## src/rtl/ctrl_frame_parser.sv

```systemverilog
// ctrl_frame_parser -- control AXIS frame parser with MAC filter, slot-ID / time-sync decode and commit-on-clean-end.
// Revision 1.0
`default_nettype none

module ctrl_frame_parser #(
  parameter logic [15:0] P_SLOT_ID_TYPE  = 16'hff03,
  parameter logic [15:0] P_SYNC_TYPE     = 16'hff04,
  parameter int          P_SLOT_ID_W     = 2,
  parameter logic [47:0] P_LOCAL_MAC     = 48'h00_0a_35_00_00_01,
  parameter bit          P_MAC_FILTER_EN = 1'b1,
  parameter int          P_CNT_W         = 16,
  parameter logic [7:0]  P_TS_CODE       = 8'h66,
  parameter logic [7:0]  P_STD_CODE      = 8'h88,
  parameter logic [7:0]  P_RET_CODE      = 8'h55
) (
  input  logic                   i_clk,
  input  logic                   i_rst,
  input  logic                   s_axis_tvalid,
  input  logic [63:0]            s_axis_tdata,
  input  logic                   s_axis_tlast,
  input  logic [7:0]             s_axis_tkeep,
  input  logic                   s_axis_tuser,
  output logic [P_SLOT_ID_W-1:0] o_slot_id,
  output logic                   o_slot_start,
  output logic [63:0]            o_recv_time_stamp,
  output logic [63:0]            o_recv_std_time,
  output logic [63:0]            o_recv_return_ts,
  output logic                   o_recv_ts_valid,
  output logic                   o_recv_std_valid,
  output logic                   o_recv_return_valid,
  output logic [P_CNT_W-1:0]     o_good_cnt,
  output logic [P_CNT_W-1:0]     o_drop_cnt
);

  localparam logic [1:0] S_HDR0 = 2'd0;
  localparam logic [1:0] S_HDR1 = 2'd1;
  localparam logic [1:0] S_BODY = 2'd2;
  localparam logic [1:0] S_DROP = 2'd3;

  localparam logic [1:0] K_TS  = 2'd0;
  localparam logic [1:0] K_STD = 2'd1;
  localparam logic [1:0] K_RET = 2'd2;

  localparam logic [P_CNT_W-1:0] CNT_ONE = {{(P_CNT_W-1){1'b0}}, 1'b1};

  logic [1:0]             state_q, state_d;
  logic                   hunt_q, hunt_d;
  logic                   mac_ok_q, mac_ok_d;
  logic                   is_sync_q, is_sync_d;
  logic [1:0]             bidx_q, bidx_d;
  logic                   bad_q, bad_d;
  logic [1:0]             kind_q, kind_d;
  logic [P_SLOT_ID_W-1:0] slot_sh_q, slot_sh_d;
  logic [63:0]            val_sh_q, val_sh_d;
  logic [P_SLOT_ID_W-1:0] slot_id_q, slot_id_d;
  logic                   slot_pls_q, slot_pls_d;
  logic [63:0]            ts_q, ts_d, std_q, std_d, ret_q, ret_d;
  logic                   ts_pls_q, ts_pls_d, std_pls_q, std_pls_d, ret_pls_q, ret_pls_d;
  logic [P_CNT_W-1:0]     good_q, good_d, drop_q, drop_d;

  logic        w_good_inc, w_drop_inc, w_end_ok, w_mac_hit, w_is_slot, w_is_sync;
  logic [47:0] w_mac;
  logic [63:0] w_val;

  assign w_mac     = s_axis_tdata[63:16];
  assign w_mac_hit = P_MAC_FILTER_EN ? ((w_mac == P_LOCAL_MAC) || (&w_mac)) : 1'b1;
  assign w_is_slot = (s_axis_tdata[31:16] == P_SLOT_ID_TYPE);
  assign w_is_sync = (s_axis_tdata[31:16] == P_SYNC_TYPE);
  assign w_end_ok  = !s_axis_tuser && (|s_axis_tkeep);
  // A 4-beat sync frame ends on the value beat itself, so the shadow is bypassed there.
  assign w_val     = (bidx_q == 2'd1) ? s_axis_tdata : val_sh_q;

  always_comb begin
    state_d    = state_q;
    hunt_d     = hunt_q;
    mac_ok_d   = mac_ok_q;
    is_sync_d  = is_sync_q;
    bidx_d     = bidx_q;
    bad_d      = bad_q;
    kind_d     = kind_q;
    slot_sh_d  = slot_sh_q;
    val_sh_d   = val_sh_q;
    slot_id_d  = slot_id_q;
    ts_d       = ts_q;
    std_d      = std_q;
    ret_d      = ret_q;
    slot_pls_d = 1'b0;
    ts_pls_d   = 1'b0;
    std_pls_d  = 1'b0;
    ret_pls_d  = 1'b0;
    w_good_inc = 1'b0;
    w_drop_inc = 1'b0;
    if (s_axis_tvalid) begin
      if (hunt_q) begin
        if (s_axis_tlast) begin
          hunt_d  = 1'b0;
          state_d = S_HDR0;
        end
      end else begin
        case (state_q)
          S_HDR0: begin
            mac_ok_d = w_mac_hit;
            if (s_axis_tlast) w_drop_inc = 1'b1;
            else              state_d    = S_HDR1;
          end
          S_HDR1: begin
            if (!mac_ok_q || !(w_is_slot || w_is_sync)) begin
              state_d = s_axis_tlast ? S_HDR0 : S_DROP;
            end else if (w_is_slot) begin
              is_sync_d = 1'b0;
              slot_sh_d = s_axis_tdata[P_SLOT_ID_W-1:0];
              if (s_axis_tlast) begin
                state_d = S_HDR0;
                if (w_end_ok) begin
                  slot_id_d  = s_axis_tdata[P_SLOT_ID_W-1:0];
                  slot_pls_d = 1'b1;
                  w_good_inc = 1'b1;
                end else begin
                  w_drop_inc = 1'b1;
                end
              end else begin
                state_d = S_BODY;
              end
            end else begin
              is_sync_d = 1'b1;
              bidx_d    = 2'd0;
              bad_d     = 1'b0;
              if (s_axis_tlast) begin
                state_d    = S_HDR0;
                w_drop_inc = 1'b1;
              end else begin
                state_d = S_BODY;
              end
            end
          end
          S_BODY: begin
            if (is_sync_q) begin
              if (bidx_q == 2'd0) begin
                bidx_d = 2'd1;
                bad_d  = 1'b0;
                if      (s_axis_tdata[7:0] == P_TS_CODE)  kind_d = K_TS;
                else if (s_axis_tdata[7:0] == P_STD_CODE) kind_d = K_STD;
                else if (s_axis_tdata[7:0] == P_RET_CODE) kind_d = K_RET;
                else                                      bad_d  = 1'b1;
              end else if (bidx_q == 2'd1) begin
                bidx_d   = 2'd2;
                val_sh_d = s_axis_tdata;
              end
            end
            if (s_axis_tlast) begin
              state_d = S_HDR0;
              if (w_end_ok && (!is_sync_q || (bidx_q != 2'd0 && !bad_q))) begin
                w_good_inc = 1'b1;
                if (!is_sync_q) begin
                  slot_id_d  = slot_sh_q;
                  slot_pls_d = 1'b1;
                end else begin
                  case (kind_q)
                    K_TS:    begin ts_d  = w_val; ts_pls_d  = 1'b1; end
                    K_STD:   begin std_d = w_val; std_pls_d = 1'b1; end
                    default: begin ret_d = w_val; ret_pls_d = 1'b1; end
                  endcase
                end
              end else begin
                w_drop_inc = 1'b1;
              end
            end
          end
          default: begin
            if (s_axis_tlast) state_d = S_HDR0;
          end
        endcase
      end
    end
    good_d = (w_good_inc && !(&good_q)) ? good_q + CNT_ONE : good_q;
    drop_d = (w_drop_inc && !(&drop_q)) ? drop_q + CNT_ONE : drop_q;
  end

  // hunt_q comes out of reset set: a reset may land mid-frame, so wait for a tlast to realign.
  always_ff @(posedge i_clk or posedge i_rst) begin
    if (i_rst) begin
      state_q    <= S_HDR0;
      hunt_q     <= 1'b1;
      mac_ok_q   <= 1'b0;
      is_sync_q  <= 1'b0;
      bidx_q     <= 2'd0;
      bad_q      <= 1'b0;
      kind_q     <= K_TS;
      slot_sh_q  <= '0;
      val_sh_q   <= '0;
      slot_id_q  <= '0;
      slot_pls_q <= 1'b0;
      ts_q       <= '0;
      std_q      <= '0;
      ret_q      <= '0;
      ts_pls_q   <= 1'b0;
      std_pls_q  <= 1'b0;
      ret_pls_q  <= 1'b0;
      good_q     <= '0;
      drop_q     <= '0;
    end else begin
      state_q    <= state_d;
      hunt_q     <= hunt_d;
      mac_ok_q   <= mac_ok_d;
      is_sync_q  <= is_sync_d;
      bidx_q     <= bidx_d;
      bad_q      <= bad_d;
      kind_q     <= kind_d;
      slot_sh_q  <= slot_sh_d;
      val_sh_q   <= val_sh_d;
      slot_id_q  <= slot_id_d;
      slot_pls_q <= slot_pls_d;
      ts_q       <= ts_d;
      std_q      <= std_d;
      ret_q      <= ret_d;
      ts_pls_q   <= ts_pls_d;
      std_pls_q  <= std_pls_d;
      ret_pls_q  <= ret_pls_d;
      good_q     <= good_d;
      drop_q     <= drop_d;
    end
  end

  assign o_slot_id           = slot_id_q;
  assign o_slot_start        = slot_pls_q;
  assign o_recv_time_stamp   = ts_q;
  assign o_recv_std_time     = std_q;
  assign o_recv_return_ts    = ret_q;
  assign o_recv_ts_valid     = ts_pls_q;
  assign o_recv_std_valid    = std_pls_q;
  assign o_recv_return_valid = ret_pls_q;
  assign o_good_cnt          = good_q;
  assign o_drop_cnt          = drop_q;

endmodule

`default_nettype wire
```

## config.mk

```make
export PLATFORM = sky130hd
export DESIGN_NAME = ctrl_frame_parser
export DESIGN_NICKNAME = d
export VERILOG_FILES = /design/src/rtl/ctrl_frame_parser.sv
export SDC_FILE = /design/constraint.sdc
export NUM_CORES = 1
export LEC_CHECK = 0
export ABC_CLOCK_PERIOD_IN_PS = 11600
export CAP_MARGIN = 10
export CORE_MARGIN = 2
export CORE_UTILIZATION = 50
export DETAILED_ROUTE_END_ITERATION = 16
export HOLD_SLACK_MARGIN = 0.08
export PLACE_DENSITY = 0.82
export SLEW_MARGIN = 20
export SYNTH_ARGS = -nofsm -noshare
export SYNTH_HDL_FRONTEND = slang
export SYNTH_SLANG_ARGS = --single-unit
```

## constraint.sdc

```tcl
create_clock -name i_clk -period 11.6 [get_ports i_clk]
set_clock_uncertainty 0.05 [all_clocks]
set_input_delay 2.32 -clock i_clk [delete_from_list [all_inputs] [get_ports i_clk]]
set_output_delay 2.32 -clock i_clk [all_outputs]
set_load 0.02 [all_outputs]
```

* After elaboration in Yosys (flattened, before gate mapping) *
Index checks and enable logic that the tools add are counted.

operators by class
  $add $sub $neg = 2
  equal/unequal tests = 22
  mux-type cells = 82
  bitwise gates (word level) = 4
  reduce and logical (&&, ||, !) cells = 39

operators with widths
  kind                                                   count
  2-to-1 mux 64 bit                                      1
  2-to-1 mux 1 bit                                       53
  equality test 48 x 36 -> 1 bit, second input constant  1
  AND reduction 48 bit                                   1
  2-to-1 mux 2 bit                                       21
  AND reduction 7 bit                                    5
  adder 16 x 1 -> 16 bit, second input constant          2
  equality test 16 bit, second input constant            2
  AND reduction 16 bit                                   2
  != test 2 bit, second input constant                   10
  equality test 8 x 7 -> 1 bit, second input constant    2
  case mux 2 bit (2 select lines)                        3
  AND reduction 10 bit                                   1
  AND reduction 5 bit                                    2
  equality test 8 bit, second input constant             1
  OR reduction 8 bit                                     1
  zero test 1 bit                                        7
  equality test 2 x 1 -> 1 bit, second input constant    3
  zero test 2 bit                                        3
  != test 3 bit, second input constant                   2
  case mux 1 bit (2 select lines)                        3
  AND reduction 6 bit                                    1
  logical AND 1 bit                                      5
  logical OR 1 bit                                       4
  9 further kinds                                        13

word-level totals
  bits in registers = 306
  input port bits = 77
  output and inout bits = 230
  logic and storage cells = 168

* Depth between registers and ports, before layout *
  depth after elaboration = 10
  gate-level depth with buffers = 10
  mapped depth without buffers = 8

* Least setup slack after synthesis *
Ideal clock, no wire load.

  kind = input to register
  start = in s_axis_tdata[22]
  end = reg good_q[15], in the netlist o_good_cnt[15]
  library setup time = 0.080 ns
  arrival = 4.287 ns
  required time = 11.470 ns
  slack = 7.183 ns
  cell stages on the path = 7
  buffers on the path = 1
  cells stage by stage = or4_4 > nor4_4 > a22oi_2 > or4_1 > buf_2 > nor3_2 > xor2_1

between the ends
  cells in the longest elaborated chain, start to end = 9
  elaborated cells between the ends (all ways) = 11
  classes of those cells = eq/ne: 2; mux: 5; reduce/logical: 4

ends and longest elaborated chain
  element                                         line    RTL
  start: declaration                              19      input logic [63:0] s_axis_tdata,
  equality test 16 bit, on equally long branches  67, 68
  logical OR 1 bit                                107     if (!mac_ok_q || !(w_is_slot || w_is_sync)) begin
  zero test 1 bit                                 107
  logical OR 1 bit                                107
  2-to-1 mux 1 bit (*)                            107
  case mux 1 bit (2 select lines) (*)             100     case (state_q)
  2-to-1 mux 1 bit (*)                            94      if (hunt_q) begin
  2-to-1 mux 1 bit (*)                            93      if (s_axis_tvalid) begin
  logical AND 1 bit (*)                           175     good_d = (w_good_inc && !(&good_q)) ? good_q + CNT_ONE : good_q;
  end signal: assignment                          219     good_q <= good_d;
  end: declaration                                59      logic [P_CNT_W-1:0] good_q, good_d, drop_q, drop_d;

Mark *: on every way between the ends. The rest lies on a longest branch, timed or not.
A chain may end at the register's enable or synchronous reset.

* Final worst setup path *
  start = in s_axis_tvalid
  end = reg std_q[41], in the netlist o_recv_std_time[41]

between the ends
  cells in the longest elaborated chain, start to end = 1

ends and longest elaborated chain
  element                        line  RTL
  start: declaration             18    input logic s_axis_tvalid,
  AND reduction 7 bit (no line)  -
  end signal: assignment         214   std_q <= std_d;
  end: declaration               57    logic [63:0] ts_q, ts_d, std_q, std_d, ret_q, ret_d;

Every way passes these cells.

==> run_results.csv <==
group,metric,value,unit
clock_tree,insertion_delay,550,ps
power_and_ir_drop,p_sw,0.650,mW
clock_tree,clkSinkCount,306,
grt,track_usage,24.8,%
yosys,ys_async_sr_fraction,100,%
cells_and_area,final_common_cell,"clkdlybuf4s50_1",
sta,fin_ws,6390,ps
critical_path,endpoint_kind,"flip-flop",
cells_and_area,layout_common_cells,"306 x clkdlybuf4s50_1, 305 x dfrtp_1, 153 x nand2_1",
floorplan,start_util,51.1,%
critical_path,r2r_slack,8240,ps
floorplan,core_area,0.0245,mm2
critical_path,worstPathCellList,"clkdlybuf4s50_1 -> nor2b_1 -> nand3_1 -> nand4b_1 -> nand3b_1 -> buf_4 -> nand2_1 -> o21ai_0",
sta,setup_violations,0,
critical_path,max_stage_delay,650,ps
clock_tree,post_cts_buffers,0,
placement,place_hpwl,22500,um
power_and_ir_drop,p_sw_share,25.7,%
grt,overflow,0,
yosys,synth_area_per_cell,11.2,um2
power_and_ir_drop,p_per_area,149,mW/mm2
cells_and_area,antenna_cells,0,
critical_path,crit_arrival,5530,ps
sta,fin_crit_sh,44.9,%
power_and_ir_drop,p_int,1.88,mW
critical_path,cp-start-kind,"input port",
detailed_routing,vias,9662,
grt,grt_pass1_wl,52200,um
power_and_ir_drop,p_leak,7.47,nW
yosys,netlist_area,0.0125,mm2
status,outcome,"completed",
sta,drv_slew,0,
floorplan,fp.dieH,162,um
yosys,yosys.area.top_type,"dfrtp_1",
power_and_ir_drop,power,2.53,mW
worst_hold_path,min_path_type,"flip-flop to flip-flop",
critical_path,criticalPathCategory,"input port to flip-flop",
sta,worst_pin_slew,1000,ps
yosys,synthCells,1120,
floorplan,die_x,162,um
detailed_routing,drc_errors,0,
placement,place_area,0.0158,mm2
cells_and_area,instances_no_fill,1751,
yosys,ys.flop_type,"dfrtp_1",
critical_path,startpoint,"s_axis_tvalid",
detailed_routing,drtIter0Drc,786,
cells_and_area,nFillCells,1805,
placement,post-place-cells,1695,
worst_hold_path,min_from,"o_recv_return_ts[18]",
placement,port_buffers,306,
clock_tree,cts.clk_slew.worst_paths,60,ps
floorplan,die_area,0.0263,mm2
critical_path,worst-path-max-fanout,108,
clock_tree,hold_buffers,0,
flow_run,cap_violations,0,
clock_tree,clockRootBuffer,"clkbuf_16",
cells_and_area,final_core_utilization,69.2,%
critical_path,rr_worst_depth,8,
cells_and_area,fin_area,0.0169,mm2
critical_path,cp.required,11920,ps
yosys,syn_nets,1203,
floorplan,ios,307,
yosys,ys_types,54,
critical_path,rr_endpoint,"o_recv_std_time[41]",
critical_path,r2r_start,"state_q[0]",
yosys,synth-seq-cells,306,
clock_tree,h-tree-depth,1,
floorplan,rows,57,
power_and_ir_drop,p_seq_share,44.3,%
sta,max-slew-margin-rel,33.0,%
clock_tree,cts_made_buffers,31,
yosys,yosys_warnings,0,
sta,period_needed,5210,ps
grt,grt_max_degree,171,
power_and_ir_drop,peakVddDrop,0.153,mV
cells_and_area,nNetsFinal,1487,
clock_tree,ctsResizeCount,0,
power_and_ir_drop,clockPowerShare,41.3,%
detailed_routing,via_per_inst,5.52,
sta,rsz0062_at_grt,"false",
detailed_routing,post_drt_wl_per_cell,18.8,um
clock_tree,cts_tree,"built",
cells_and_area,syn2layout_area_growth,35.4,%
sta,fmax,192,MHz
yosys,yosysSeqAreaShare,61.2,%
placement,gp_congestion,0.802,
yosys,synth-edff-count,0,
grt,antenna_found_initial,0,
yosys,yosys-top-cells-area,"dfrtp_1 61%, mux2_2 6.6%, o21ai_0 5.4%",
clock_tree,ctsLongestPathBuffers,3,
placement,place_ws,5880,ps
power_and_ir_drop,combPwrFrac,14.4,%
yosys,synth_top_area_share,61.0,%
sta,hold_ws,428,ps
worst_hold_path,holdPathEnd,"o_recv_return_ts[18]",
sta,fin_setup_tns,0,ps
cells_and_area,drive_above_1_share,10.4,%
grt,grt_pass1_vias,9632,
critical_path,critPathSlowestCell,"nand3b_1",
sta,hold_viol,0,
worst_hold_path,holdPathStages,2,
detailed_routing,wirelength,32800,um
detailed_routing,drtPass1Iterations,6,
detailed_routing,antenna_left,0,
-- per-layer routing --
metal | track usage (%) | vias up | share of wire, %
li1 | - | 4478 | -
met1 | 34.1 | 4762 | 43
met2 | 40.5 | 352 | 48
met3 | 4.52 | 70 | 6.4
met4 | 7.56 | 0 | 3.0
met5 | 0 | - | 0
-- cells by family (layout without fill, tap and decap cells) --
kind of cell | after synthesis | after routing | share of synthesized area, %
DFF | 306 | 306 | 61.2
adders and majority gates | 6 | 6 | 0.600
buffers and inverters | 74 | 381 | 2.24
muxes | 137 | 137 | 11.7
xor gates and xnor gates | 30 | 30 | 2.10
AOI/OAI and AO/OA | 226 | 226 | 9.66
and+or+nand+nor | 341 | 341 | 12.5
-- state kept, by name, summed over array words and instances, names as in the netlist, 2 cells and up --
register,cells
o_drop_cnt,16
o_recv_time_stamp,64
state_q,2
o_recv_return_ts,64
val_sh_q,64
o_good_cnt,16
o_recv_std_time,64
bidx_q,2
kind_q,2
slot_sh_q,2
o_slot_id,2
-- final cells by class --
class	instances	area, um2	share of cell area (%)
Clock inverter	13	174	1.03
Sequential cell	306	7660	45.2
Clock buffer	43	911	5.38
Multi-Input combinational cell	740	4610	27.2
Tap cell	324	405	2.39
Timing Repair Buffer	313	3130	18.5
Inverter	12	52.6	0.310
-- cell usage after synthesis (2+ instances only) --
cell type,count
xnor2_1,12
clkbuf_1,59
ha_1,6
o31ai_1,3
o21ai_0,135
or2_2,2
and4_1,3
nand3_1,16
buf_2,2
nor3b_1,2
nor2_1,80
and2_1,2
a21oi_1,67
nand4_1,19
xor2_1,18
a21boi_0,3
and3_1,8
nand2_1,153
nor2b_1,5
nand3b_1,2
nor3_1,18
nor4_1,18
mux2_2,73
a31oi_1,4
o41ai_1,2
a21o_1,2
inv_1,12
dfrtp_1,305
mux2i_1,64
-- worst max-delay path by stage --
stage,to,slack [ps],depth (start not counted)
after floorplan,bad_q,770,1
after global placement,o_recv_std_time[11],6100,8
after detailed placement,o_recv_std_time[51],5880,8
after CTS,o_recv_std_time[49],6440,8
after global routing,o_recv_std_time[20],6060,8
final,o_recv_std_time[41],6390,8
-- critical path, delay by kind of cell --
family | cells | cell delay (ps)
AO/OA/AOI/OAI | 1 | 120
buffers and inverters | 2 | 1240
AND/OR/NAND/NOR | 5 | 1810
-- power by group through the flow --
stage          Clock, mW  Sequential [mW]  Combinational (mW)
2_1_floorplan          0             1.15               0.218
3_3_place_gp           0             1.14               0.359
3_5_place_dp           0             1.14               0.365
4_1_cts             1.06             1.12               0.368
5_1_grt             1.11             1.12               0.397
6_report            1.04             1.12               0.365
No activity file was read; power rests on OpenSTA's default activity.
